**src/rtl/fetch_sequencer.sv**
```systemverilog
// Program counter and fetch sequencer: walks the instruction ROM, resolves
// sbf*/b branches against the flag register and Z/N, and frames a Start/Done run.
module fetch_sequencer #(
    parameter int          PW         = 10,
    parameter logic [8:0]  HALT_INSTR = 9'h1FF,
    parameter int          CW         = 16
) (
    input  logic          Clk,
    input  logic          Reset,
    input  logic          Start,
    input  logic [8:0]    Instr,
    input  logic          Branch,
    input  logic          FlagWrite,
    input  logic [2:0]    Flag,
    input  logic          CmpWrite,
    input  logic          Zero,
    input  logic          Neg,
    input  logic [PW-1:0] Target,
    output logic [PW-1:0] InstrAddr,
    output logic          Running,
    output logic          Done,
    output logic          Overflow,
    output logic [2:0]    FlagReg,
    output logic [CW-1:0] CycleCount
);

    localparam logic [1:0] S_IDLE = 2'd0;
    localparam logic [1:0] S_RUN  = 2'd1;
    localparam logic [1:0] S_DONE = 2'd2;

    logic [1:0]    state_q, state_d;
    logic [PW-1:0] pc_q, pc_d;
    logic [2:0]    flag_q, flag_d;
    logic          z_q, z_d;
    logic          n_q, n_d;
    logic          ovf_q, ovf_d;
    logic [CW-1:0] cyc_q, cyc_d;
    logic          taken;

    // Condition uses registered Z/N, so a compare in the same cycle as b is not yet visible.
    always_comb begin
        case (flag_q)
            3'b000:  taken = !z_q;
            3'b001:  taken = z_q;
            3'b010:  taken = n_q;
            3'b011:  taken = n_q | z_q;
            3'b100:  taken = 1'b1;
            default: taken = 1'b0;
        endcase
    end

    // Handshake: a Start pulse in IDLE or DONE launches a run from address 0;
    // Done rises when the run ends (halt or PC overflow) and stays high until the next Start.
    always_comb begin
        state_d = state_q;
        pc_d    = pc_q;
        flag_d  = flag_q;
        z_d     = z_q;
        n_d     = n_q;
        ovf_d   = ovf_q;
        cyc_d   = cyc_q;
        case (state_q)
            S_IDLE, S_DONE: begin
                if (Start) begin
                    state_d = S_RUN;
                    pc_d    = '0;
                    cyc_d   = '0;
                    ovf_d   = 1'b0;
                end
            end
            S_RUN: begin
                cyc_d = (cyc_q == {CW{1'b1}}) ? cyc_q : cyc_q + CW'(1);
                if (CmpWrite) begin
                    z_d = Zero;
                    n_d = Neg;
                end
                if (Instr == HALT_INSTR) begin
                    state_d = S_DONE;
                end else if (Branch && !FlagWrite && taken) begin
                    pc_d = Target;
                end else begin
                    if (Branch && FlagWrite) begin
                        flag_d = Flag;
                    end
                    // Sequential fetch past the last ROM word ends the run instead of wrapping.
                    if (pc_q == {PW{1'b1}}) begin
                        state_d = S_DONE;
                        ovf_d   = 1'b1;
                    end else begin
                        pc_d = pc_q + PW'(1);
                    end
                end
            end
            default: state_d = S_IDLE;
        endcase
    end

    always_ff @(posedge Clk or negedge Reset) begin
        if (!Reset) begin
            state_q <= S_IDLE;
            pc_q    <= '0;
            flag_q  <= 3'b100;
            z_q     <= 1'b0;
            n_q     <= 1'b0;
            ovf_q   <= 1'b0;
            cyc_q   <= '0;
        end else begin
            state_q <= state_d;
            pc_q    <= pc_d;
            flag_q  <= flag_d;
            z_q     <= z_d;
            n_q     <= n_d;
            ovf_q   <= ovf_d;
            cyc_q   <= cyc_d;
        end
    end

    assign InstrAddr  = pc_q;
    assign Running    = (state_q == S_RUN);
    assign Done       = (state_q == S_DONE);
    assign Overflow   = ovf_q;
    assign FlagReg    = flag_q;
    assign CycleCount = cyc_q;

endmodule
```
**config.mk**
```make
export PLATFORM = sky130hd
export DESIGN_NAME = fetch_sequencer
export DESIGN_NICKNAME = d
export VERILOG_FILES = /design/src/rtl/fetch_sequencer.sv
export SDC_FILE = /design/constraint.sdc
export NUM_CORES = 1
export LEC_CHECK = 0
export ABC_AREA = 1
export CAP_MARGIN = 20
export CORE_MARGIN = 2
export CORE_UTILIZATION = 30
export CTS_CLUSTER_DIAMETER = 150
export CTS_CLUSTER_SIZE = 28
export DETAILED_ROUTE_END_ITERATION = 8
export DONT_BUFFER_PORTS = 1
export GPL_ROUTABILITY_DRIVEN = 0
export SLEW_MARGIN = 25
export SYNTH_ARGS = -nofsm -noshare
export SYNTH_HDL_FRONTEND = slang
export SYNTH_SLANG_ARGS = --single-unit
export TNS_END_PERCENT = 5
```
**constraint.sdc**
```tcl
create_clock -name Clk -period 2.1 [get_ports Clk]
set_clock_uncertainty 0.1 [all_clocks]
set_input_delay 0.105 -clock Clk [delete_from_list [all_inputs] [get_ports Clk]]
set_output_delay 0.105 -clock Clk [all_outputs]
set_load 0.02 [all_outputs]
```
# Word level (Yosys, flattened, before mapping)
# Index checks and enable logic that the tools add are counted.
[word_totals]
ff_bits = 34
input_bits = 30
word_cells = 63
[classes]
add_sub_neg = 2
n_eq_ne = 17
n_mux = 19
bitwise_logic = 3
n_reduce_logical = 15
[op_table]
columns = ["op", "n"]
rows = [
  ["two-way mux 10 bit", 4],
  ["two-way mux 16 bit", 2],
  ["one-hot mux 16 bit (2 select lines)", 1],
  ["one-hot mux 10 bit (2 select lines)", 1],
  ["adder 16 x 1 -> 16 bit (second input constant)", 1],
  ["equality test 16 bit (second input constant)", 1],
  ["adder 10 x 1 -> 10 bit (second input constant)", 1],
  ["equality test 10 bit (second input constant)", 1],
  ["equality test 9 bit (second input constant)", 1],
  ["two-way mux 2 bit", 4],
  ["inequality test 2 bit (second input constant)", 4],
  ["AND reduction 4 bit", 2],
  ["equality test 3 x 2 -> 1 bit (second input constant)", 2],
  ["inequality test 3 bit (second input constant)", 2],
  ["AND reduction 3 bit", 2],
  ["one-hot mux 1 bit (5 select lines)", 1],
  ["AND reduction 5 bit", 1],
  ["two-way mux 1 bit", 4],
  ["one-hot mux 2 bit (2 select lines)", 1],
  ["equality test 3 x 1 -> 1 bit (second input constant)", 1],
  ["equality test 3 bit (second input constant)", 1],
  ["logical AND 1 bit", 3],
  ["zero test 3 bit", 1],
  ["inequality test 3 x 1 -> 1 bit (second input constant)", 1],
  ["11 further kinds", 13],
]

# Depth between registers and ports, before layout
[logic_depth]
depth_word = 6
mapped_depth = 11
depth_no_buf = 10

# Worst setup path before layout
# OpenSTA, ideal clock, no wires.
[synth_path]
path_kind = "reg2reg"
start = "register pc_q[1], in the netlist InstrAddr[1]"
end = "register pc_q[8], in the netlist InstrAddr[8]"
arrival_time_ns = 1.492
required_time_ns = 1.883
slack_ns = 0.392
stages_incl_launch_ff = 12
n_path_buf = 1
path_cell_list = "dfrtp_1 -> ha_1 -> nand3_2 -> inv_2 -> nand2_2 -> nor2_4 -> nand3_1 -> nand2_2 -> inv_2 -> buf_6 -> nand2_1 -> nand2_1"
[synth_between]
elab_chain_len = 5
elab_cells_between_ends = 8
[synth_lines]
columns = ["item", "line", "text"]
rows = [
  ["start, declared", "32", "logic [PW-1:0] pc_q, pc_d;"],
  ["start signal, assigned", "109", "pc_q <= pc_d;"],
  ["adder 10 x 1 -> 10 bit", "90", "pc_d = pc_q + PW'(1);"],
  ["two-way mux 10 bit", "86", "if (pc_q == {PW{1'b1}}) begin"],
  ["two-way mux 10 bit", "79", "end else if (Branch && !FlagWrite && taken) begin"],
  ["two-way mux 10 bit", "77", "if (Instr == HALT_INSTR) begin"],
  ["one-hot mux 10 bit (2 select lines)", "62", "case (state_q)"],
]
# Parallel ways exist; a longest one is shown, timed or not. The select of a mux whose other input is x is not followed.
# A chain may end at the register's enable or synchronous reset.

# Worst setup path in the final report
[layout_path]
start = "register state_q[0]"
end = "register n_q"
[layout_between]
elab_chain_len = 2
[layout_lines]
columns = ["item", "line", "text"]
rows = [
  ["start, declared", "31", "logic [1:0] state_q, state_d;"],
  ["start signal, assigned", "108", "state_q <= state_d;"],
  ["equality test 2 x 1 -> 1 bit", "62", ""],
  ["AND reduction 2 bit (no source line)", "n/a", ""],
  ["end signal, assigned", "112", "n_q <= n_d;"],
  ["end, declared", "35", "logic n_q, n_d;"],
]
# No other way between the ends.

==> impl_metrics.yaml <==
sta:
  min_period_ps: 1950
  period_share: 0.930
  hold_violations: 0
  finalSetupTns_ps: 0
  rsz0062_at_grt: "no"
  finalSetupViolations: 0
  drv_slew: 0
  holdWs_ps: 10.9
  tightest_slew_ps: 480
  clock.fmax_ghz: 0.512
  slew_headroom: 0.679
yosys:
  synth_top_area_cell: "dfrtp_1"
  ys_seq_area_frac: 0.386
  syn_inst: 321
  ys_warn_count: 0
  netlist_top_cells_count: "133 x nand2_1, 33 x dfrtp_1, 30 x nand3_1, 27 x inv_1, 26 x nor2_1"
  synth.distinct_cells: 30
  ys_seq_elements: 34
  synth.top_cells.by_area: "dfrtp_1 37%, nand2_1 23%, nand3_1 6.8%"
  syn-cell-area_um2: 2210
  synth.avg_cell_area_um2: 6.87
  synthesis.nets: 353
  yosysMostFrequentCell: "nand2_1"
  ys.flop_type: "dfrtp_1"
  synth-edff-count: 0
  synth_top_area_frac: 0.374
  async_flop_share: 1.00
worst_setup_path:
  worstPathMaxFanout: 12
  endpoint_kind: "register"
  endpoint: "n_q"
  startpoint: "state_q[0]"
  r2r_end: "n_q"
  critPathRequiredTime_ps: 2170
  reg2reg_from: "state_q[0]"
  r2r_cells: 6
  regToRegSetupSlack_ps: 150
  crit_arrival_ps: 2020
  critPathKind: "reg2reg"
  start_kind: "register"
floorplan:
  die_h_um: 89.8
  die_area_um2: 8060
  rows: 31
  io_pins: 62
  die_w_um: 89.8
  initial_core_util: 0.307
  core_um2: 7180
power:
  ir_drop_mv: 0.515
  p_per_area_nw_per_um2: 1010
  leakage_nw: 1.33
run:
  cap_violations: 0
grt:
  grt_pass1_vias: 2061
  grt.total_usage: 0.155
  grt_max_degree: 35
  grt_pass1_wl_um: 10100
  antenna_found_initial: 0
  gr-total-overflow: 0
drt:
  drc_errors: 0
  post_drt_wl_per_cell_um: 13.1
  drt-initial-drc-count: 117
  totalWireLength_um: 6130
  drt-pass1-iter-count: 5
  final_antenna_net_count: 0
  dr_total_vias: 2177
  routed_via_density: 4.67
final_layout:
  drive_above_1_share: 0.153
  fill_cells: 744
  area_growth_pct: 25.5
  multi_input_area_um2: 1190
  final_core_util: 0.386
  diodes: 0
  nNetsFinal: 398
  seq_area_um2: 852
clocking:
  htreeDepth: 2
  clock_latency_ps: 290
  path_clk_slew_ps: 70
  cts_tree: "built"
  cts_buffers: 5
  cts-root-buf: "clkbuf_8"
  cts_setup_buffers: 0
  cts_buffer_depth: 2
  cts_sinks: 34
hold_path:
  hold_class: "in2reg"
outcome:
  status: "completed"
placement:
  port-buffer-count: 0
  place_hpwl_um: 4470
## cell type report
cell class                      instances  share of cell area
Timing Repair Buffer                   45               0.144
Clock buffer                            7              0.0312
Sequential cell                        34               0.308
Multi-Input combinational cell        250               0.430
Inverter                               30              0.0407
Tap cell                               99              0.0447
Clock inverter                          1             0.00181
## where the power goes
group	internal, W	switching (W)
clock network	0.000265	0.000245
registers	0.000810	0.000151
logic	0.000447	0.000883
total	0.00152	0.00128
## per-layer routing
| metal | GRT usage | part of all wire |
|---|---|---|
| met3 | 0.0344 | 0.047 |
| met4 | 0.0654 | 0.018 |
| met2 | 0.254 | 0.48 |
| met1 | 0.199 | 0.45 |
| met5 | 0 | 0 |
## per-stage QoR
stage | instance area, µm² | power [W] | setup WS (ps) | std cells
6_report | 2770 | 0.00280 | 148 | 466
5_1_grt | 2770 | 0.00301 | 60.6 | 466
4_1_cts | 2760 | 0.00280 | 138 | 466
3_5_place_dp | 2460 | 0.00220 | 149 | 438
3_3_place_gp | 2460 | 0.00218 | 222 | 438
2_1_floorplan | 2210 | 0.00187 | 392 | 321
## flip-flops by register name, summed over array words and instances, names as in the netlist
register	cells
state_q	2
FlagReg	3
z_q	1
Overflow	1
InstrAddr	10
n_q	1
CycleCount	16
## how the worst min path moves through the flow
stage | from | to | slack (ps) | depth (start not counted)
3_5_place_dp | Reset | CycleCount[0] | -290 | 0
2_1_floorplan | Reset | CycleCount[0] | -290 | 0
3_3_place_gp | Reset | CycleCount[0] | -290 | 0
6_report | FlagWrite | FlagReg[2] | 10 | 2
5_1_grt | FlagWrite | FlagReg[2] | 20 | 2
4_1_cts | FlagWrite | FlagReg[2] | 4 | 2
## worst max-delay path, cell delays in order, from the launching register on
cell           delay [ps]
dfrtp_1               390
inv_1                 100
nor2_4                 50
buf_4                 180
nand2_1               110
mux2_2                340
dlygate4sd3_1         560
## cell families after synthesis
kind of cell    count (synthesis)  synth area share
simple gates                  217             0.429
buf+inv                        37            0.0771
flops                          34             0.386
compound gates                 21            0.0545
xor+xnor                        8            0.0318
mux                             2            0.0102
fa+ha+maj                       2            0.0113
## cell usage in the layout (no fill, tap or decap), drive strengths merged, types with 3 or more instances in the layout
cell type      n
a21oi          3
buf           26
clkbuf         7
dfrtp         33
dlygate4sd3   19
inv           30
nand2        137
nand3         31
nand3b         3
nand4          7
nor2          33
nor3           3
o21ai         15
xnor2          3
xor2           5
## what timing repair did
item                                   in CTS  in global routing
hold buffers                               20                  0
setup endpoints to repair                   0                 10
endpoints found under the hold margin      51                  0
gates resized for setup                     0                  2
No activity file was read; power rests on OpenSTA's default activity.
